### config.mk
export PLATFORM = sky130hd
export DESIGN_NAME = cache_line_fill_engine
export DESIGN_NICKNAME = d
export VERILOG_FILES = /design/src/rtl/cache_line_fill_engine.sv
export SDC_FILE = /design/constraint.sdc
export NUM_CORES = 1
export LEC_CHECK = 0
export CAP_MARGIN = 20
export CORE_UTILIZATION = 33
export CTS_BUF_LIST = sky130_fd_sc_hd__clkbuf_16
export DETAILED_ROUTE_END_ITERATION = 7
export GPL_TIMING_DRIVEN = 0
export HOLD_SLACK_MARGIN = 0.02
export MAX_ROUTING_LAYER = met4
export PLACE_DENSITY = 0.81
export SYNTH_ARGS = -nofsm -noshare
export SYNTH_HDL_FRONTEND = slang
export SYNTH_SLANG_ARGS = --single-unit
### constraint.sdc
create_clock -name clock -period 1.6 [get_ports clock]
set_input_delay 0.32 -clock clock [delete_from_list [all_inputs] [get_ports clock]]
set_output_delay 0.32 -clock clock [all_outputs]
set_load 0.01 [all_outputs]
### src/rtl/cache_line_fill_engine.sv
// Line-fill engine: streams one cache line from a valid/ready memory read port into the victim way,
// then writes tag and fill state. Optional `CRITICAL_WORD_FIRST_EN starts the burst at requestOffset.
module cache_line_fill_engine #(
    parameter int TAG_WIDTH         = 6,
    parameter int INDEX_WIDTH       = 6,
    parameter int OFFSET_WIDTH      = 4,
    parameter int SET_ASSOCIATIVITY = 2,
    parameter int DATA_WIDTH        = 16,
    parameter int STATE_WIDTH       = 2,
    parameter logic [STATE_WIDTH-1:0] FILL_STATE = 2'b01
) (
    input  logic                                        clock,
    input  logic                                        reset,
    input  logic                                        request,
    input  logic [TAG_WIDTH-1:0]                        requestTag,
    input  logic [INDEX_WIDTH-1:0]                      requestIndex,
    input  logic [OFFSET_WIDTH-1:0]                     requestOffset,
    input  logic [SET_ASSOCIATIVITY-1:0]                victimCacheNumber,
    output logic                                        busy,
    output logic                                        done,
    output logic                                        memRead,
    output logic [TAG_WIDTH+INDEX_WIDTH+OFFSET_WIDTH-1:0] memAddress,
    input  logic [DATA_WIDTH-1:0]                       memReadData,
    input  logic                                        memDataValid,
    output logic [SET_ASSOCIATIVITY-1:0]                cacheNumber,
    output logic                                        accessEnable,
    output logic [INDEX_WIDTH-1:0]                      cacheIndex,
    output logic [OFFSET_WIDTH-1:0]                     cacheOffset,
    output logic [DATA_WIDTH-1:0]                       cacheDataOut,
    output logic                                        cacheWriteData,
    output logic [TAG_WIDTH-1:0]                        cacheTagOut,
    output logic                                        cacheWriteTag,
    output logic [STATE_WIDTH-1:0]                      cacheStateOut,
    output logic                                        cacheWriteState
);

    localparam logic [SET_ASSOCIATIVITY-1:0] WAY_ZERO = SET_ASSOCIATIVITY'(1);

    typedef enum logic [1:0] {
        IDLE  = 2'd0,
        FETCH = 2'd1,
        TAG   = 2'd2,
        DONE  = 2'd3
    } fillState_t;

    fillState_t                   stateReg, stateNext;
    logic [TAG_WIDTH-1:0]         tagReg, tagNext;
    logic [INDEX_WIDTH-1:0]       indexReg, indexNext;
    logic [SET_ASSOCIATIVITY-1:0] wayReg, wayNext;
    logic [OFFSET_WIDTH-1:0]      offsetReg, offsetNext;
`ifdef CRITICAL_WORD_FIRST_EN
    logic [OFFSET_WIDTH-1:0]      wordCountReg, wordCountNext;
`endif

    logic [OFFSET_WIDTH-1:0]      startOffset;
    logic                         lastWord;
    logic                         victimOneHot;
    logic [SET_ASSOCIATIVITY-1:0] acceptWay;

    // Prefix scan over the victim vector: seenOne = any bit so far, seenTwo = two or more bits so far.
    logic [SET_ASSOCIATIVITY:0] seenOne;
    logic [SET_ASSOCIATIVITY:0] seenTwo;

    assign seenOne[0] = 1'b0;
    assign seenTwo[0] = 1'b0;

    genvar gi;
    generate
        for (gi = 0; gi < SET_ASSOCIATIVITY; gi++) begin : gOneHot
            assign seenOne[gi+1] = seenOne[gi] | victimCacheNumber[gi];
            assign seenTwo[gi+1] = seenTwo[gi] | (seenOne[gi] & victimCacheNumber[gi]);
        end
    endgenerate

    assign victimOneHot = seenOne[SET_ASSOCIATIVITY] & ~seenTwo[SET_ASSOCIATIVITY];
    assign acceptWay    = victimOneHot ? victimCacheNumber : WAY_ZERO;

`ifdef CRITICAL_WORD_FIRST_EN
    assign startOffset = requestOffset;
    // Burst may wrap, so completion follows the word count rather than the offset.
    assign lastWord    = (wordCountReg == {OFFSET_WIDTH{1'b1}});
`else
    // The critical-word offset has no effect here; masking it keeps the port referenced.
    assign startOffset = requestOffset & {OFFSET_WIDTH{1'b0}};
    assign lastWord    = (offsetReg == {OFFSET_WIDTH{1'b1}});
`endif

    always_ff @(posedge clock) begin
        if (!reset) begin
            stateReg     <= IDLE;
            tagReg       <= '0;
            indexReg     <= '0;
            wayReg       <= '0;
            offsetReg    <= '0;
`ifdef CRITICAL_WORD_FIRST_EN
            wordCountReg <= '0;
`endif
        end else begin
            stateReg     <= stateNext;
            tagReg       <= tagNext;
            indexReg     <= indexNext;
            wayReg       <= wayNext;
            offsetReg    <= offsetNext;
`ifdef CRITICAL_WORD_FIRST_EN
            wordCountReg <= wordCountNext;
`endif
        end
    end

    always_comb begin
        stateNext       = stateReg;
        tagNext         = tagReg;
        indexNext       = indexReg;
        wayNext         = wayReg;
        offsetNext      = offsetReg;
`ifdef CRITICAL_WORD_FIRST_EN
        wordCountNext   = wordCountReg;
`endif
        done            = 1'b0;
        memRead         = 1'b0;
        accessEnable    = 1'b0;
        cacheNumber     = '0;
        cacheWriteData  = 1'b0;
        cacheWriteTag   = 1'b0;
        cacheWriteState = 1'b0;
        cacheStateOut   = '0;

        case (stateReg)
            IDLE: begin
                if (request) begin
                    stateNext     = FETCH;
                    tagNext       = requestTag;
                    indexNext     = requestIndex;
                    wayNext       = acceptWay;
                    offsetNext    = startOffset;
`ifdef CRITICAL_WORD_FIRST_EN
                    wordCountNext = '0;
`endif
                end
            end
            FETCH: begin
                memRead        = 1'b1;
                accessEnable   = 1'b1;
                cacheNumber    = wayReg;
                cacheWriteData = memDataValid;
                if (memDataValid) begin
                    offsetNext    = offsetReg + 1'b1;
`ifdef CRITICAL_WORD_FIRST_EN
                    wordCountNext = wordCountReg + 1'b1;
`endif
                    if (lastWord) begin
                        stateNext = TAG;
                    end
                end
            end
            TAG: begin
                accessEnable    = 1'b1;
                cacheNumber     = wayReg;
                cacheWriteTag   = 1'b1;
                cacheWriteState = 1'b1;
                cacheStateOut   = FILL_STATE;
                stateNext       = DONE;
            end
            DONE: begin
                done      = 1'b1;
                stateNext = IDLE;
            end
            default: begin
                stateNext = IDLE;
            end
        endcase
    end

    assign busy         = (stateReg != IDLE);
    assign memAddress   = {tagReg, indexReg, offsetReg};
    assign cacheIndex   = indexReg;
    assign cacheOffset  = offsetReg;
    assign cacheDataOut = memReadData;
    assign cacheTagOut  = tagReg;

endmodule
==> impl_metrics.json <==
{
  "async_flop_share_pct": 0,
  "clock_sinks": 20,
  "arrival_ns": 1.24,
  "synth_common_cells": "35 x buf_4, 29 x nand2_1, 20 x dfxtp_1",
  "p_leak_uw": 0.000948,
  "r2r_setup_slack_ns": 0.16,
  "grt_usage_pct": 15.1,
  "seq_area_um2": 422,
  "fmax_mhz": 639,
  "nets": 270,
  "syn-cell-area_mm2": 0.00121,
  "outcome": "finished clean",
  "path_class": "reg -> out",
  "synth-seq-cells": 20,
  "die_h_um": 62.6,
  "drc": 0,
  "fin_crit_sh_pct": 97.8,
  "synthFlopType": "dfxtp_1",
  "synth_area_leader_cell": "dfxtp_1",
  "routed_via_density": 4.26,
  "slew_viol_final": 0,
  "clk_pin_slew_worst_paths_ns": 0.06,
  "clockBufferDepth": 2,
  "syn_nets": 189,
  "cts_tree": "yes",
  "grt_max_degree": 13,
  "worstPathMaxFanout": 7,
  "finClkSkew_ns": 0.00411,
  "yosysMostFrequentCell": "buf_4",
  "setup_viol": 0,
  "min_path_type": "reg -> reg",
  "hpwl_mm": 2.15,
  "diodes": 0,
  "cp-start-kind": "register",
  "rows": 21,
  "ctsHoldBuffers": 0,
  "maxCapViolCount": 0,
  "io_pins": 97,
  "worstReg2RegStart": "stateReg[0]",
  "grt_first_pass_wirelength_mm": 4.73,
  "holdPathEnd": "cacheTagOut[2]",
  "die_x_um": 62.6,
  "start_util_pct": 35.5,
  "postRouteAntennaNets": 0,
  "multi_input_area_um2": 554,
  "yosysTopAreaCellShare_pct": 33.0,
  "gp_congestion": 0.797,
  "hold_viol_final": 0,
  "dp_cells": 266,
  "syn_area_per_cell_um2": 8.36,
  "wl_per_cell_um": 10.4,
  "synth_edf_count": 0,
  "drt-total-wl_mm": 2.82,
  "area_delta_synth_final_pct": 79.4,
  "ys_seq_area_share_pct": 33.0,
  "grt_pass1_vias": 1095,
  "synthTopCellsByArea": "dfxtp_1 33%, buf_4 22%, nand2_1 9.0%, a21boi_0 8.7%, ha_1 6.2%",
  "final_layout_size_suffix_gt1_share_pct": 29.8,
  "clkLatencyLatePin_ns": 0.25,
  "fill_cells": 296,
  "cts_made_buffers": 3,
  "ir_drop_mv": 0.965,
  "rr_endpoint": "cacheIndex[5]",
  "cts_root_buffer": "clkbuf_16",
  "min_path_cells": 2,
  "period_minus_slack_ns": 1.56,
  "fin_tns_setup_ns": 0,
  "ys_types": 25,
  "gr-total-overflow": 0,
  "portBuffers": 75,
  "reg2regPathDepth": 6,
  "endpoint_kind": "primary output",
  "num_vias": 1154,
  "die_area_mm2": 0.00392,
  "first_pass_iters": 4,
  "grt_antenna_before_repair": 0,
  "drt_iter0_markers": 12,
  "stdcell_count": 271,
  "htreeDepth": 1,
  "yosysWarnings": 0,
  "synthCells": 145,
  "p_per_area_mw_per_mm2": 1260,
  "cp.required_ns": 1.28,
  "rsz0062_at_grt": "false",
  "min_from": "cacheTagOut[2]",
  "core_area_mm2": 0.00342
}
## kinds of logic (layout without fill, tap and decap cells)
family | count (synthesis) | in the layout | synth area share [%]
simple gates | 48 | 48 | 20.5
buf+inv | 43 | 123 | 24.4
compound gates | 25 | 25 | 14.1
flops | 20 | 20 | 33.0
fa+ha+maj | 6 | 6 | 6.19
xor+xnor | 2 | 2 | 1.45
other cells | 1 | 1 | 0.309
## per-layer routing
layer	part of all wire (%)	vias up	track usage (%)
li1	-	598	-
met1	46	503	18.5
met2	49	53	26.6
met3	5.5	0	1.82
met4	0	0	2.62
met5	0	-	-
## where the power goes
group,internal [µW],total [µW],leakage (µW),switching [µW]
registers,611,690,0.000169,79.4
logic,743,1370,0.000727,630
clock network,496,687,0.0000511,191
## sequential cells by signal, summed over array words and instances (netlist names)
name / flops
cacheIndex: 6
cacheOffset: 4
cacheTagOut: 6
stateReg: 2
wayReg: 2
## metrics by stage
step / hold slack [ns] / total power [µW] / worst slack [ns] / util (%) / cell area [µm²]
final: 0.472 / 2750 / 0.0358 / 63.7 / 2170
after global routing: 0.508 / 2920 / 0.0000667 / 63.7 / 2170
after CTS: 0.482 / 2750 / -0.0134 / 63.3 / 2160
after detailed placement: 0.473 / 2000 / -0.347 / 59.2 / 2020
after global placement: 0.467 / 1980 / -0.349 / 59.2 / 2020
after floorplan: 0.465 / 1380 / 0.164 / - / 1210
## worst max-delay path, cell delays in order (launching register included)
cell,delay (ns)
dfxtp_4,0.38
buf_4,0.10
clkdlybuf4s50_1,0.52
## final cells by class
type	instances	share of cell area, %
flip-flops and latches	20	19.4
inverters	4	0.690
plain buffers	39	12.9
clock buffers	3	3.45
repair buffers	76	34.1
multi-input cells	82	25.5
well taps	46	2.65
clock inverters	1	1.38
## repair_timing
item                       in CTS  in global routing
setup endpoints to repair      14                 12
resized for setup              32                 12
buffers inserted                1                  0
cloned                          0                  0
## layout by cell type (no fill, tap or decap), drive strengths merged
master         count
nor4b              1
xnor2              2
conb               1
bufinv             1
buf               41
and2b              1
dlygate4sd2        6
dlymetal6s2s       2
dfxtp             20
nor4               1
ha                 6
clkdlybuf4s50     63
and2               4
a211oi             1
nor2b              3
o211ai             1
clkbuf             5
a21boi            14
nand2             29
nand3              3
nor2               4
clkdlybuf4s15      1
nor3b              2
inv                4
a21oi              1
o21ai              7
o22ai              1
## worst max-delay path by stage
stage	to	cells past startpoint	from	slack [ns]
floorplan	cacheOffset[2]	6	stateReg[1]	0.16
global placement	cacheWriteData	3	memDataValid	-0.35
detailed placement	cacheWriteData	3	memDataValid	-0.35
CTS	cacheNumber[0]	4	stateReg[1]	-0.01
global route	memAddress[7]	2	cacheIndex[3]	0.00007
finish	memAddress[0]	2	cacheOffset[0]	0.04
Power figures use the tool's default switching activity.
==> variant 1: new RTL, same flow settings <==
Register the outputs `busy`, `memAddress` and `cacheDataOut`, with the module's reset; this adds one clock of latency there. The other outputs are not delayed to match.
--- a/src/rtl/cache_line_fill_engine.sv
+++ b/src/rtl/cache_line_fill_engine.sv
@@ -171,11 +171,19 @@
         endcase
     end
 
-    assign busy         = (stateReg != IDLE);
-    assign memAddress   = {tagReg, indexReg, offsetReg};
     assign cacheIndex   = indexReg;
     assign cacheOffset  = offsetReg;
-    assign cacheDataOut = memReadData;
+    always_ff @(posedge clock) begin
+        if (!reset) begin
+            busy         <= '0;
+            memAddress   <= '0;
+            cacheDataOut <= '0;
+        end else begin
+            busy         <= (stateReg != IDLE);
+            memAddress   <= {tagReg, indexReg, offsetReg};
+            cacheDataOut <= memReadData;
+        end
+    end
     assign cacheTagOut  = tagReg;
 
 endmodule
Formal check against the unedited RTL: not equivalent (a bounded check fails within 4 cycles, from zero or initial values and one cycle with reset low).
==> variant 1 against the unedited design <==
Sequential cell count rose by 33; final area rose by 42%; first-iteration DRC count rose to 4.4 times the old value; setup slack improved by 0.015 ns; area after synthesis rose by 53%; non-clock buffer count fell by 8; power rose by 49%; wire length rose by 53%; highest routed layer is now met4.
==> variant 1: results (changes against the unedited design) <==
VDD IR-drop max=0.711 mV (-26%); Max Fanout on Critical Path=4 (-3); outcome=completed; Worst Hold Depth=3 (+1); Synth Net Count=226 (+20%); Syn Area/Cell=10.2 µm² (+22%); synth top area cells=dfxtp_1, and2_1, nand2_1; Reg2Reg Setup Slack=0.06 ns (-0.10 ns); sequential power=1600 µW (+130%); power per cell area=1320 nW/µm² (+4.6%); Hold Slack=0.457 ns (-0.0144 ns); FP Rows=26 (+24%); Setup Skew=0.00367 ns (-0.000432 ns); Post-layout nets=329 (+22%); crit-path max cell delay=0.39 ns (-0.13 ns); switching fraction of total power=0.299 (-0.0285); # fillers=450 (+52%); clk_lat worst skew=0.28 ns (+0.03 ns); R2R cell count=7 (+1); R2R Path End=cacheOffset[2]; WHS Endpoint=stateReg[0]; Worst path slowest cell=dfxtp_4; FF+latch area=1070 µm² (+150%); Area Growth Syn to Fin=67.3%; most instantiated cells after synthesis=dfxtp_1, and2_1, nand2_1; hold crit path type=primary input to flip-flop; Static Leak=0.00120 µW (+26%); Logic inverters=2 (-2); M1 GR Usage=0.166 (-0.0190)
## variant 1: kinds of logic (layout without fill, tap and decap cells)
kind of cell	Yosys count	count (layout)	synth area share
buffers and inverters	13	116	0.0338
other	1	1	0.00203
DFF	53	53	0.573
adders and majority gates	6	6	0.0406
and+or+nand+nor	82	82	0.248
AOI/OAI and AO/OA	25	25	0.0926
xor gates and xnor gates	2	2	0.00947
## variant 1: how the worst max path moves through the flow
| stage | from | to | slack [ns] | cells past startpoint |
|---|---|---|---|---|
| floorplan | stateReg[1] | cacheOffset[2] | 0.13 | 6 |
| CTS | stateReg[0] | memRead | 0.00002 | 4 |
| detailed placement | memDataValid | cacheWriteData | -0.25 | 3 |
| global placement | memDataValid | cacheWriteData | -0.25 | 3 |
| global route | stateReg[0] | cacheWriteTag | -0.003 | 4 |
| finish | stateReg[1] | cacheNumber[1] | 0.05 | 4 |
## variant 1: per-layer routing
layer,vias up,routed length (µm)
li1,782,-
met1,691,1710
met2,64,2240
met3,10,277
met4,0,82
met5,-,0
==> variant 2: new RTL, config.mk and constraints unchanged <==
Made on the original files. `DATA_WIDTH`: 16 -> 18.
--- a/src/rtl/cache_line_fill_engine.sv
+++ b/src/rtl/cache_line_fill_engine.sv
@@ -5,7 +5,7 @@
     parameter int INDEX_WIDTH       = 6,
     parameter int OFFSET_WIDTH      = 4,
     parameter int SET_ASSOCIATIVITY = 2,
-    parameter int DATA_WIDTH        = 16,
+    parameter int DATA_WIDTH        = 18,
     parameter int STATE_WIDTH       = 2,
     parameter logic [STATE_WIDTH-1:0] FILL_STATE = 2'b01
 ) (
Interface: changed (resized cacheDataOut and memReadData); port bits go from 97 to 101. No check against the original RTL was run, so the function may have changed too.
==> variant 2 against the unedited design <==
Synthesized cell count rose by 1.4%; count of clock-buffer cells in the layout is the same; maximum frequency about the same; final area rose by 1.8%; sequential cell count did not move; power down 3.8%; setup slack improved by 0.00068 ns; wire length rose by 1.8%; area after synthesis up 1.2%; critical path type unchanged; critical endpoint unchanged.
==> variant 2: results (changes against the unedited design) <==
outcome=completed; hold crit path type=flip-flop to flip-flop; Sequential Power Share=0.261 (+0.010); CP arrival=1.24 ns (about the same); Seq/total area=0.190 (-0.00396); Gate power share=0.549 (+0.050); sequential area share after synthesis=0.326 (-0.00404); Static Leak=0.000959 µW (+1.2%); M1 GR Usage=0.177 (-0.00786); Vias=1134 (-1.7%); 1st-iter DRT viols=13 (+1); Synth async-reset ratio=0 (unchanged); core area=3440 µm² (+0.77%); PortBufs=77 (+2.7%); Placer Congestion=0.764 (-4.1%); Num CTS Buffers=3 (unchanged); CTS sink count=20 (unchanged); All-Layer GR Usage=0.143 (-0.00752); n_diodes=0 (unchanged); VDD IR-drop max=0.840 mV (-13%); clock-cell share of area=0.0339 (-0.0144); Setup Skew=0.000887 ns (-0.00322 ns); synth top area cells=dfxtp_1, buf_4, nand2_1; vias in the first global route=1038 (-5.2%); Max Fanout on Critical Path=7 (unchanged); crit-path leading delay family=buffers and inverters; dpl ws=-0.346 ns (+0.000254 ns); Worst path slowest cell=clkdlybuf4s50_1; layout cells sized above 1=0.305 (+0.00694); clk_lat worst skew=0.25 ns (about the same); Post-DP Area=2060 µm² (+1.7%); internal cell power=1750 µW (-5.4%); Post-layout nets=281 (+4.1%); met2 usage=0.242 (-0.0244); top_reg_cell synth=dfxtp_1; # fillers=305 (+3.0%); Total Wirelength=2870 µm (+1.8%); DRT Pass-1 Iters=5 (+1); Signal buffers=124 (+7.8%); multi-input gates=82 (unchanged); dpl cells=270 (+1.5%); most instantiated cells after synthesis=buf_4, nand2_1, dfxtp_1; Logic power comb=1450 µW (+6%); Final Util=0.643 (+0.00641); Synth Net Count=193 (+2.1%); first-pass GRT wire length=4510 µm (-4.8%); pin count of the biggest net entering global routing=11 (-2); Mapped Cells=147 (+1.4%); Clock transition at path regs=0.05 ns; GRT met3 Usage=0.0438 (+0.0255); Logic inverters=4 (unchanged); Root Buffer Master=clkbuf_16; via/cell ratio=4.06 (-4.6%); Post-DP HPWL=2180 µm (+1.2%); NonClk Buf Share=0.492 (+0.0223)
-- variant 2: changes by cell type in the layout (fill, tap and decap cells not counted) --
cell | unedited run | this run
buf_2 | 5 | 4
buf_4 | 36 | 44
bufinv_16 | 1 | 0
clkbuf_2 | 0 | 1
clkdlybuf4s50_1 | 63 | 65
dfxtp_1 | 9 | 12
dfxtp_2 | 8 | 4
dfxtp_4 | 3 | 4
dlymetal6s2s_1 | 2 | 1
inv_2 | 2 | 1
inv_4 | 0 | 1
-- variant 2: routing by layer --
| layer | vias to the layer above | wire, µm |
|---|---|---|
| met5 | - | 0 |
| met4 | 0 | 0 |
| met3 | 0 | 171 |
| met2 | 45 | 1390 |
| met1 | 481 | 1310 |
| li1 | 608 | - |
-- variant 2: repair_timing --
action / CTS / global route
resized for setup: 34 / 8
pin swaps: 0 / 1
setup endpoints to repair: 14 / 7
cloned: 0 / 0
buffers inserted: 1 / 5
-- variant 2: cells by family (layout without fill, tap and decap cells) --
group,count (synthesis),after routing,share of synthesized area
AOI/OAI and AO/OA,25,25,0.140
xor gates and xnor gates,2,2,0.0143
adders and majority gates,6,6,0.0612
buffers and inverters,45,131,0.253
DFF,20,20,0.326
other,1,1,0.00306
and+or+nand+nor,48,48,0.203
-- variant 2: worst paths after layout --
kind / startpoint / endpoint / slack [ns] / cells past startpoint
setup / recovery: cacheOffset[0] / memAddress[0] / 0.04 / 2
hold / removal: cacheTagOut[4] / cacheTagOut[4] / 0.48 / 2
setup reg to reg: stateReg[1] / stateReg[0] / 0.21 / 6
hold reg to reg: cacheTagOut[4] / cacheTagOut[4] / 0.48 / 2
-- variant 2: worst register-to-register path, cell delays in order (launching register included) --
cell and delay [ns]:
dfxtp_4 0.36, inv_2 0.06, ha_4 0.18, nor2b_4 0.14, a211oi_2 0.33, o211ai_1 0.13
o21ai_0 0.10
